## src/rtl/read_op.sv

```systemverilog
// DDR read engine: issues a burst of single-beat reads from a base address and
// forwards returned beats in order, with a cap on requests in flight.
module read_op #(
    parameter int ADDR_W    = 30,
    parameter int DATA_W    = 256,
    parameter int LEN_W     = 8,
    parameter int ADDR_STEP = 32,
    parameter int MAX_OUTST = 4
) (
    input  logic              clk_i,
    input  logic              rstn_i,
    input  logic              rd_ddr_en_i,
    input  logic [ADDR_W-1:0] rd_ddr_addr_i,
    input  logic [LEN_W-1:0]  rd_ddr_len_i,
    output logic              ddr_rd_req_o,
    output logic [ADDR_W-1:0] ddr_rd_addr_o,
    input  logic              ddr_rd_ack_i,
    input  logic              ddr_rd_valid_i,
    input  logic [DATA_W-1:0] ddr_rd_data_i,
    output logic              rd_data_valid_o,
    output logic [DATA_W-1:0] rd_data_o,
    output logic              rd_ddr_done_o,
    output logic              busy_o
);

    localparam int                OUT_W   = $clog2(MAX_OUTST + 1);
    localparam logic [OUT_W-1:0]  OUT_MAX = OUT_W'(MAX_OUTST);
    localparam logic [ADDR_W-1:0] STEP    = ADDR_W'(ADDR_STEP);

    localparam logic [1:0] S_IDLE = 2'd0;
    localparam logic [1:0] S_RUN  = 2'd1;
    localparam logic [1:0] S_DONE = 2'd2;
    localparam logic [1:0] S_HOLD = 2'd3;

    logic [1:0]        state_q;
    logic [ADDR_W-1:0] addr_q;
    logic [LEN_W-1:0]  len_q;
    logic [LEN_W-1:0]  issued_q;
    logic [LEN_W-1:0]  received_q;
    logic [OUT_W-1:0]  outst_q;
    logic              start;
    logic              req;
    logic              issue;
    logic              accept;

    assign start  = (state_q == S_IDLE) && rd_ddr_en_i;
    assign req    = (state_q == S_RUN) && (issued_q < len_q) && (outst_q < OUT_MAX);
    assign issue  = req && ddr_rd_ack_i;
    // A return with nothing in flight is stray (e.g. left over from before a reset).
    assign accept = ddr_rd_valid_i && (outst_q != '0);

    always_ff @(posedge clk_i or negedge rstn_i) begin
        if (!rstn_i) begin
            state_q <= S_IDLE;
        end else begin
            case (state_q)
                S_IDLE: if (rd_ddr_en_i) state_q <= (rd_ddr_len_i != '0) ? S_RUN : S_DONE;
                S_RUN:  if (received_q == len_q) state_q <= S_DONE;
                S_DONE: state_q <= S_HOLD;
                default: if (!rd_ddr_en_i) state_q <= S_IDLE;
            endcase
        end
    end

    // The request address advances with each accepted request, so no multiply is needed.
    always_ff @(posedge clk_i or negedge rstn_i) begin
        if (!rstn_i) begin
            addr_q   <= '0;
            len_q    <= '0;
            issued_q <= '0;
        end else if (start) begin
            addr_q   <= rd_ddr_addr_i;
            len_q    <= rd_ddr_len_i;
            issued_q <= '0;
        end else if (issue) begin
            addr_q   <= addr_q + STEP;
            issued_q <= issued_q + 1'b1;
        end
    end

    always_ff @(posedge clk_i or negedge rstn_i) begin
        if (!rstn_i) begin
            received_q <= '0;
            outst_q    <= '0;
        end else if (start) begin
            received_q <= '0;
            outst_q    <= '0;
        end else begin
            if (accept) received_q <= received_q + 1'b1;
            case ({issue, accept})
                2'b10:   outst_q <= outst_q + 1'b1;
                2'b01:   outst_q <= outst_q - 1'b1;
                default: outst_q <= outst_q;
            endcase
        end
    end

    always_ff @(posedge clk_i or negedge rstn_i) begin
        if (!rstn_i) begin
            rd_data_valid_o <= 1'b0;
            rd_data_o       <= '0;
        end else begin
            rd_data_valid_o <= accept;
            if (accept) rd_data_o <= ddr_rd_data_i;
        end
    end

    assign ddr_rd_req_o  = req;
    assign ddr_rd_addr_o = addr_q;
    assign rd_ddr_done_o = (state_q == S_DONE);
    assign busy_o        = (state_q == S_RUN);

endmodule

```

## config.mk

```make
export PLATFORM = sky130hd
export DESIGN_NAME = read_op
export DESIGN_NICKNAME = d
export VERILOG_FILES = /design/src/rtl/read_op.sv
export SDC_FILE = /design/constraint.sdc
export NUM_CORES = 1
export LEC_CHECK = 0
export CAP_MARGIN = 20
export CORE_AREA = 4 4 228 230
export CTS_BUF_LIST = sky130_fd_sc_hd__clkbuf_2
export DETAILED_ROUTE_END_ITERATION = 10
export DIE_AREA = 0 0 232 234
export SETUP_SLACK_MARGIN = 0.4
export SLEW_MARGIN = 10
export SYNTH_ARGS = -nofsm -noshare
export SYNTH_HDL_FRONTEND = slang
export SYNTH_SLANG_ARGS = --single-unit
```

## constraint.sdc

```tcl
create_clock -name clk_i -period 2.9 [get_ports clk_i]
set_clock_uncertainty 0.05 [all_clocks]
set_input_delay 0.58 -clock clk_i [delete_from_list [all_inputs] [get_ports clk_i]]
set_output_delay 0.58 -clock clk_i [all_outputs]
set_load 0.02 [all_outputs]
```

# Yosys cells after proc, flatten, opt, wreduce, memory -nomap -nowiden
# Cells that the tools add are included.
# totals
regBits	316
in_bits	299
output_inout_bits	290
wordCells	48
# op_classes
addsub	5
magnitude_cmp	2
n_eq_ne	8
n_mux	13
reduce_logical	12
# op_table
cell	n
$mux W30	2
$mux W8	4
$add A30 B6 Y30 const B	1
$add A8 B1 Y8 const B	2
$eq A8 B8 Y1	1
$lt A8 B8 Y1	1
$mux W2	4
$reduce_bool A8 Y1	1
$pmux W2 S3	1
$pmux W3 S2	1
$reduce_bool A3 Y1	2
$logic_and A1 B1 Y1	5
$eq A2 B1 Y1 const B	2
$eq A2 B2 Y1 const B	2
$ne A4 B1 Y1 const B	1
$reduce_bool A2 Y1	2
$add A3 B1 Y3 const B	1
$lt A3 B3 Y1 const B	1
$mux W3	1
$reduce_and A3 Y1	1
$sub A3 B1 Y3 const B	1
$logic_not A2 Y1	1
$ne A2 B1 Y1 const B	1
$ne A2 B2 Y1 const B	1

# Depth between registers and ports, before layout
# logic_depth
depth_word	7
ltp_mapped	12
depth_no_buf	11

# Least setup slack after synthesis
# OpenSTA, ideal clock, no wires.
# synth_timing
path_type	reg-to-reg
start	register issued_q[3]
end	register outst_q[2]
setup_time_ns	0.078
t_arrival_ns	2.478
t_required_ns	2.772
path_slack_ns	0.294
path_stages_with_launch	12
n_path_buf	1
synth_period_minus_slack_ns	2.606
cell_sequence	dfrtp_1 ha_1 a211oi_1 nand2_1 o21a_1 buf_2 nor2_4 nor2_1 fa_1 o21bai_1 a21o_1 a21oi_1
# synth_between
elab_chain_len	7
elab_cells_between_ends	9
cone_classes	order compare: 1; eq/ne: 2; mux: 2; reduce/logical: 4
# synth_rtl
item	line	source
from (decl)	38	logic [LEN_W-1:0] issued_q;
from (signal assigned)	77	issued_q <= issued_q + 1'b1;
$lt A8 B8 Y1 (*)	47	assign req = (state_q == S_RUN) && (issued_q < len_q) && (outst_q < OUT_MAX);
$logic_and A1 B1 Y1 (*) (2 in a row)	47	
$logic_and A1 B1 Y1 (*)	48	assign issue = req && ddr_rd_ack_i;
$eq A2 B1 Y1 / $eq A2 B2 Y1 (equally long branches)	90	case ({issue, accept})
$pmux W3 S2	90	
$mux W3	85	end else if (start) begin
to (signal assigned)	91	2'b10: outst_q <= outst_q + 1'b1;
to (signal assigned)	92	2'b01: outst_q <= outst_q - 1'b1;
to (signal assigned)	93	default: outst_q <= outst_q;
to (decl)	40	logic [OUT_W-1:0] outst_q;
# Mark *: on every way between the ends. The rest lies on a longest branch, timed or not.
# A chain may end at the register's enable or synchronous reset.

# Worst setup path after layout
# layout_timing
start	register len_q[3]
end	register addr_q[29] (netlist: ddr_rd_addr_o[29])
# layout_between
elab_chain_len	5
# layout_rtl
item	line	source
from (decl)	37	logic [LEN_W-1:0] len_q;
from (signal assigned)	73	len_q <= rd_ddr_len_i;
$lt A8 B8 Y1	47	
$logic_and A1 B1 Y1 (2 in a row)	47	
$logic_and A1 B1 Y1	48	
$reduce_bool A2 Y1 (no source line)	n/a	
to (signal assigned)	72	addr_q <= rd_ddr_addr_i;
to (signal assigned)	76	addr_q <= addr_q + STEP;
to (decl)	36	logic [ADDR_W-1:0] addr_q;
# Every way passes these cells.

==> summary.txt <==
Run status
  – Outcome: complete, but fails checks
  – Violations in the final reports: negative setup slack

GRT
  – Global route overflow: 0
  – Total track usage: between 10% and 20%
  – Initial antenna violation count: 2
  – Number of global-route vias before repair: about 15k
  – Pin count of the biggest net entering global routing: between 100 and 150
  – First-pass GRT wire length: just over 80000 µm

Worst setup path
  – Crit. path cell count: 19
  – Startpoint types: flip-flop
  – CP Cell Sequence: inv_2, ha_4, a211oi_2, nand2_1, buf_4, buf_6, buf_6, buf_6, buf_6, buf_6, buf_6, buf_6, buf_6, buf_6, o21ai_4, buf_8, nand3_4, or4_4, nand3_2
  – Worst Reg-to-Reg Cells: 19
  – CP startpoint: len_q[3]
  – CP max-delay cell: or4_4
  – Internal reg-to-reg setup slack: -0.22 ns
  – WS Path Type: reg -> reg
  – Endpoint type of the worst setup path: flip-flop
  – WP buf/inv: 12
  – Setup crit end: ddr_rd_addr_o[29]
  – CP max stage delay: ~0.5 ns
  – Family with the most delay on the worst path: buffers and inverters
  – Arr. time, crit path: just under 4 ns
  – Worst R2R End: ddr_rd_addr_o[29]
  – Most frequent CP cell: buf_6
  – Worst-path maximum fanout: 4
  – Worst r2r src: len_q[3]
  – Required @ worst endpoint: roughly 3.8 ns

CTS
  – Longest Clk Path Bufs: 3
  – Inserted Clock Buffers: 86
  – Clock root cell: clkbuf_2
  – Clock slew at reported path FFs: ~0.1 ns
  – Clk_lat worst skew: approximately 0.98 ns
  – CTS tree: yes
  – H-Tree Depth: 3
  – Clock Sinks: 316

Placement
  – Placed inst area: between 0.015 and 0.02 mm²
  – DP HPWL: 35800 µm
  – Setup WS pre-CTS: about 0.09 ns
  – I/O Buffers: roughly 590
  – Placed insts: 2678
  – Gpl congestion: 0.874

Detailed routing
  – Routed wire per std cell: around 17 µm
  – Drt total wl: between 50000 and 60000 µm
  – DRC: 0
  – DRT antenna net count: 0
  – Vias per inst: 4.31
  – Pre-antenna DRT Iters: 7
  – Vias: approximately 14k
  – DR iter-0 viols: around 600

Layout
  – Non-Filler Instances: around 3.2k
  – Layout cells sized above 1: around a fifth
  – Synth-to-layout area growth: 79.3%
  – Nets: 2752
  – Post-route cell area: between 0.02 and 0.025 mm²
  – Final core occ: about 47%

Yosys
  – Synth Area per Inst: between 8 and 9 µm²
  – EDFF count, synth: 0
  – Syn Inst Count: between 1k and 1.5k
  – Synth Register Bits: ~320
  – Async SR Flop Fraction: 100%
  – Most used DFF post-synth: dfrtp_1
  – Sequential fraction of the synthesis area: 61.1%
  – Distinct cells, synth: 47
  – Top cell type by total area after synthesis: dfrtp_1
  – Count leader, synth: nand2_1
  – Top cells by area, synth: dfrtp_1, nand2_1, xnor2_1
  – Netlist Area Pre-Place: between 0.01 and 0.015 mm²
  – YS warnings: 0
  – Synth cell count leaders: nand2_1, dfrtp_1, clkbuf_1
  – Post-synth top area share: roughly three fifths
  – Syn_nets: between 1.5k and 2k

Floorplan
  – Die Ht: between 200 and 250 µm
  – CORE AREA: ~0.05 mm²
  – I/O Pins: 589
  – Starting Density: between 20 and 30%
  – Die span in x: roughly 230 µm
  – Die area: 0.0543 mm²
  – Rows: 82

Min path
  – Hold crit path type: in -> reg

STA
  – Final WS setup: -0.221 ns
  – Final-report hold violation count: 0
  – Tmin final: ~3.1 ns
  – Worst Tran Pin Value: just over 0.8 ns
  – Setup-failing EPs final: 15
  – Slew Limit Fails: 0
  – Setup_tns: -1.90 ns
  – Final Cycle Share: 108%
  – Unrepaired setup endpoints after global routing: true
  – Max Fclk: 320 MHz
  – Relative slew slack: a little under half

Power
  – Maximum vdd drop: roughly 0.0005 V
  – Pleak: ~12 nW
  – PD cells: 933 mW/mm²

Flow run
  – Max-cap violation count: 0
-- metrics by stage --
stage | hold WS, ns | power, W
2_1_floorplan | 0.234 | 0.0132
3_3_place_gp | 0.406 | 0.0191
3_5_place_dp | 0.411 | 0.0193
4_1_cts | 0.00595 | 0.0218
5_1_grt | 0.122 | 0.0232
6_report | 0.246 | 0.0216
-- cell families (layout without fill, tap and decap cells) --
family / Yosys count / count (layout) / share of synthesized area [%]
xor+xnor: 44 / 44 / 2.98
other cells: 0 / 2 / 0
simple gates: 936 / 936 / 28.9
fa+ha+maj: 15 / 15 / 1.51
flops: 316 / 316 / 61.1
buf+inv: 84 / 1122 / 2.72
compound gates: 57 / 57 / 2.66
mux: 2 / 2 / 0.155
-- state kept, by name, indices dropped and copies added (netlist names) --
register and flops:
ddr_rd_addr_o 30, issued_q 8, len_q 8, outst_q 3, rd_data_o 256, rd_data_valid_o 1
received_q 8, state_q 2
-- power breakdown --
| group | internal (W) | total [W] | switching, W |
|---|---|---|---|
| sequential | 0.00642 | 0.00764 | 0.00122 |
| combinational | 0.00419 | 0.0110 | 0.00679 |
| clock | 0.00108 | 0.00302 | 0.00194 |
-- worst reg2reg max path, stage by stage (launching register included) --
cell and delay, ns:
dfrtp_1 0.41, inv_2 0.09, ha_4 0.20, a211oi_2 0.18, nand2_1 0.10, buf_4 0.15
buf_6 0.11, buf_6 0.10, buf_6 0.10, buf_6 0.10, buf_6 0.10, buf_6 0.11
buf_6 0.10, buf_6 0.10, buf_6 0.11, o21ai_4 0.14, buf_8 0.14, nand3_4 0.07
or4_4 0.50, nand3_2 0.08
-- layout make-up --
type	instances	area [µm²]
clock inverters	25	106
well taps	672	841
multi-input cells	1054	4830
flip-flops and latches	316	7920
repair buffers	968	8860
fillers	4741	26700
clock buffers	117	586
diodes	2	5.00
inverters	12	55.1
-- cells in the final DEF (no fill, tap or decap), types with 9 or more instances in the layout --
master	Yosys	routed
nand4_1	18	18
clkbuf_2	0	117
clkdlybuf4s15_2	0	57
xnor2_1	28	28
ha_1	14	10
o21ai_0	22	14
dlymetal6s2s_1	0	27
xor2_1	16	15
buf_12	0	14
a21oi_1	10	9
dlygate4sd3_1	0	293
clkdlybuf4s50_1	0	297
dfrtp_2	0	10
clkinv_1	0	18
nor2_1	30	28
dfrtp_1	316	306
o21ai_1	8	16
nand3_1	15	14
buf_2	26	200
buf_4	1	61
nor3_1	9	9
nand2_1	835	834
buf_6	0	14
-- per-layer routing --
layer	global-route usage, %	part of all wire, %	vias up
met5	0	0.024	-
met4	6.89	2.6	2
met3	5.70	7.2	84
met2	33.5	52	501
met1	21.6	39	6516
li1	-	-	6531
-- worst min path at each step --
stage                      start                end  slack, ns  depth (start not counted)
4_1_cts          rd_ddr_len_i[1]           len_q[1]      0.006                          3
3_3_place_gp      rd_data_o[239]     rd_data_o[239]       0.41                          2
2_1_floorplan             rstn_i   ddr_rd_addr_o[0]       0.23                          0
5_1_grt        rd_ddr_addr_i[29]  ddr_rd_addr_o[29]       0.12                          3
6_report       rd_ddr_addr_i[29]  ddr_rd_addr_o[29]       0.25                          3
3_5_place_dp    ddr_rd_addr_o[2]   ddr_rd_addr_o[2]       0.41                          2
-- repair_timing --
item / in CTS / in global routing
resized for setup: 1073 / 44
endpoints found under the hold margin: 607 / 0
buffers inserted: 42 / 7
hold buffers: 294 / 0
pin swaps: 35 / 26
setup endpoints to repair: 292 / 47
gates cloned: 0 / 1
(Power assumes the default switching activity.)
==> edit 1 (same settings) <==
The parameter `LEN_W` goes from 8 to 16.
--- a/src/rtl/read_op.sv
+++ b/src/rtl/read_op.sv
@@ -5,3 +5,3 @@
     parameter int DATA_W    = 256,
-    parameter int LEN_W     = 8,
+    parameter int LEN_W     = 16,
     parameter int ADDR_STEP = 32,
Ports: changed (resized rd_ddr_len_i); port bits go from 589 to 597. The function was not compared with the original's and may differ.
==> edit 1 against the original RTL <==
The flow still finishes with violations (setup timing); count of clock-buffer cells in the layout rose by 21; register-to-register slack improved by 260 ps; maximum frequency fell by 4.9%; synthesized area rose by 11%; cell area rose by 7.5%; power rose by 4.5%; sequential cell count rose by 24; synthesized cell count rose by 11%; routed wire length rose by 8.0%; worst setup slack got worse by 160 ps.
==> edit 1: results (changes against the original RTL) <==
clocking:
  clkTransAtPathRegs_ps: 100  # about the same
  cts_hold_buf: 302  # +2.7%
  worstSkewPairLatency_ps: 1000  # +20 ps
  cts_resized: 1087  # +1.3%
power_and_ir_drop:
  power.static_leakage_uw: 0.0128  # +8.1%
  vdd_drop_max_v: 0.000474  # -3.2%
status:
  violations: "setup timing"
  status: "finished with violations"
setup_path:
  worstPathArrival_ps: 2650  # -1330 ps
  ff2ff_setup_slack_ps: 40  # +260 ps
  r2r-end: "ddr_rd_addr_o[7]"
  ff2ff_path_depth: 13  # -6
global_routing:
  antenna_found_initial: 3  # +1
  grt_max_degree: 113  # -16%
  met3_usage_pct: 6.15  # +0.45 points
  track_usage_pct: 19.9  # +1.0 points
  first_global_vias: 15600  # +7.7%
  grt_first_pass_wirelength_um: 85900  # +6.1%
  met1_usage_pct: 23.2  # +1.6 points
detailed_routing:
  vias_per_cell: 4.48  # +4.0%
  drtIter0Drc: 850  # +43%
  dr.pass1.iters: 4  # -3
  dr_wl_met3_um: 4800  # +25%
  wl_met1_um: 22700  # +10%
  dr_wl_met2_um: 28100  # +2.0%
  highest_layer: "met4"
logic_synthesis:
  seq_area_frac_synth_pct: 59.4  # -1.7 points
  synth_area_leaders: "dfrtp_1, nand2_1, xor2_1, clkbuf_1, ha_1"
  synthCells: 1621  # +11%
  syn-num-nets: 1951  # +10%
  ys_types: 45  # -4.3%
sta:
  hold_slack_ps: 219  # -27.4 ps
  fin_ws_ps: -381  # -160 ps
  final.setup.tns_ps: -381  # +1520 ps
  relSlewSlack_pct: 43.8  # -1.5 points
  setup_violations: 1  # -14
placement:
  dpl_cell_area_um2: 21300  # +7.6%
  dp_cells: 2848  # +6.3%
  hpwl_um: 38300  # +7.1%
  place_congestion: 0.866  # -1.0%
  dpl_worst_slack_ps: -4.59  # -97.2 ps
  io_buffers: 596  # +1.4%
min_path:
  min_from: "rd_ddr_addr_i[28]"
  min_to: "ddr_rd_addr_o[28]"
finish:
  layout-drive-gt1-share_pct: 21.0  # +0.17 points
  final_cell_count_no_fill: 3374  # +6.6%
  finalInstanceArea_um2: 24900  # +7.5%
  layout.nets: 2962  # +7.6%
==> edit 1: cell types whose count changed after synthesis, moves of 8 or more <==
| cell | delta |
|---|---|
| nor4_1 | +23 |
| nor2_1 | +8 |
| clkbuf_1 | +31 |
| dfrtp_1 | +24 |
| buf_2 | -25 |
| inv_1 | +14 |
| xnor2_1 | -11 |
| or3_1 | +10 |
| xor2_1 | +20 |
| nand3_1 | +12 |
| o21ai_0 | +23 |
| ha_1 | +8 |
| nand2_1 | +12 |
==> edit 1: how the worst max path moves through the flow <==
stage                           start  slack (ps)           end
after floorplan           issued_q[4]         360    outst_q[1]
after global placement       len_q[6]          80  ddr_rd_req_o
after detailed placement     len_q[6]          -5  ddr_rd_req_o
after CTS                   len_q[10]        -570  ddr_rd_req_o
after global routing        len_q[11]        -620  ddr_rd_req_o
final                       len_q[11]        -380  ddr_rd_req_o
==> edit 1: cell type report <==
type	instances	share of cell area [%]
repair buffers	995	35.5
clock inverters	26	0.416
diodes	2	0.0201
clock buffers	138	2.77
multi-input cells	1174	23.3
flip-flops and latches	340	34.1
inverters	27	0.447
well taps	672	3.37
==> edit 1: critical path, stage by stage (launching register included) <==
cell     delay [ps]
dfrtp_1         390
inv_2            70
ha_4            270
nand4_1         120
or3_4           410
nor3_4          160
nor3_2           50
buf_4           170
==> edit 1: kinds of logic after synthesis <==
kind of cell | after synthesis | synth area share [%]
flops | 340 | 59.4
mux | 10 | 0.707
fa+ha+maj | 23 | 2.06
buf+inv | 107 | 2.86
xor+xnor | 53 | 3.24
compound gates | 84 | 3.54
simple gates | 1004 | 28.2
==> edit 1: power by group <==
part | leakage [uW] | internal, uW | switching [uW]
Sequential | 0.00424 | 6800 | 1260
Clock | 0.000625 | 1260 | 2080
Combinational | 0.00793 | 4210 | 7000
==> edit 2 (same settings) <==
Without the edit above. Make the reset (`rstn_i`) synchronous in 4 clocked blocks.
--- a/src/rtl/read_op.sv
+++ b/src/rtl/read_op.sv
@@ -51,3 +51,3 @@
 
-    always_ff @(posedge clk_i or negedge rstn_i) begin
+    always_ff @(posedge clk_i) begin
         if (!rstn_i) begin
@@ -65,3 +65,3 @@
     // The request address advances with each accepted request, so no multiply is needed.
-    always_ff @(posedge clk_i or negedge rstn_i) begin
+    always_ff @(posedge clk_i) begin
         if (!rstn_i) begin
@@ -80,3 +80,3 @@
 
-    always_ff @(posedge clk_i or negedge rstn_i) begin
+    always_ff @(posedge clk_i) begin
         if (!rstn_i) begin
@@ -97,3 +97,3 @@
 
-    always_ff @(posedge clk_i or negedge rstn_i) begin
+    always_ff @(posedge clk_i) begin
         if (!rstn_i) begin
Behaviour: differs if rstn_i is asserted again (counterexample within 4 cycles, from zero or initial values and one cycle with rstn_i low); with rstn_i held inactive, the same outputs for 4 cycles.
==> edit 2 against the original RTL <==
The run still ends with setup timing left; global-route usage shrank 1.5 points; routed wire length decreased by 5.0%; cell area is 4.1% lower; maximum frequency up 1.8%; worst setup slack improved by 56 ps; hold slack worse by 11 ps; synthesized area fell by 6.7%; sequential cell count stayed put; critical path type is now reg -> out.
Power is not compared: it rests on default switching activity, and its combinational part moved more than twofold at a synthesized area within 25%.
==> edit 2: results (changes against the original RTL) <==
setup_path:
  rr_startpoint: "len_q[5]"
  slowest_stage: "dfxtp_2"
  crit_family: "compound AO/OA/AOI/OAI gates"
  cp_max_fo: 2  # -2
  ff2ff_setup_slack_ps: 350  # +570 ps
global_routing:
  track_usage_pct: 17.4  # -1.5 points
  grt_max_degree: 144  # +7.5%
  antenna_found_initial: 3  # +1
  met3_usage_pct: 5.86  # +0.16 points
  grt_first_pass_wirelength_um: 76700  # -5.2%
  met1_usage_pct: 19.4  # -2.2 points
placement:
  dp_cells: 2719  # +1.5%
  dpl_cell_area_um2: 18700  # -5.7%
  dpl_worst_slack_ps: 144  # +51.8 ps
sta:
  setup_violations: 1  # -14
  fin_ws_ps: -165  # +55.9 ps
  relSlewSlack_pct: 45.6  # +0.36 points
  final.setup.tns_ps: -165  # +1740 ps
min_path:
  min_from: "rd_ddr_addr_i[27]"
status:
  status: "finished with violations"
  violations: "setup timing"
detailed_routing:
  dr_wl_met2_um: 25100  # -8.8%
  vias: 14300  # +4.9%
  drtIter0Drc: 630  # +5.7%
  highest_layer: "met4"
  dr.pass1.iters: 5  # -2
logic_synthesis:
  synthArstFlopShare_pct: 0  # -100 points
  syn-num-nets: 1861  # +5.3%
  synth_area_leaders: "dfxtp_1, nand2_1, a21oi_1, clkbuf_1, ha_1"
  avgSynthCellArea_um2: 7.82  # -12%
  seq_area_frac_synth_pct: 52.4  # -8.7 points
  ys_types: 45  # -4.3%
clocking:
  post_cts_buffers: 10  # -76%
  cts_resized: 848  # -21%
finish:
  num-fill-cells: 4819  # +1.6%
  layout-drive-gt1-share_pct: 16.0  # -4.9 points
==> edit 2: cell count changes in the layout (fill, tap and decap cells not counted), sizes merged, moves of 10 or more <==
cell / change
dlygate4sd2: +45
dfxtp: +316
nand2: -267
dlymetal6s2s: -27
a21oi: +269
xor2: -10
buf: -201
xnor2: -17
or4: +11
clkdlybuf4s15: +130
dlygate4sd3: -14
dfrtp: -316
==> edit 2: area by class of cell <==
class	count	area (um^2)	area share (%)
multi-input cells	1101	5420	24.4
clock buffers	115	576	2.59
diodes	4	10.0	0.0450
flip-flops and latches	316	6380	28.7
well taps	672	841	3.78
repair buffers	902	8850	39.8
inverters	20	95.1	0.427
clock inverters	19	76.3	0.343
==> edit 2: cells by family after synthesis <==
kind of cell / count (synthesis) / synth area share [%]
simple gates: 701 / 23.7
compound gates: 367 / 16.9
flops: 316 / 52.4
buf+inv: 129 / 4.10
xor+xnor: 17 / 1.23
fa+ha+maj: 16 / 1.72
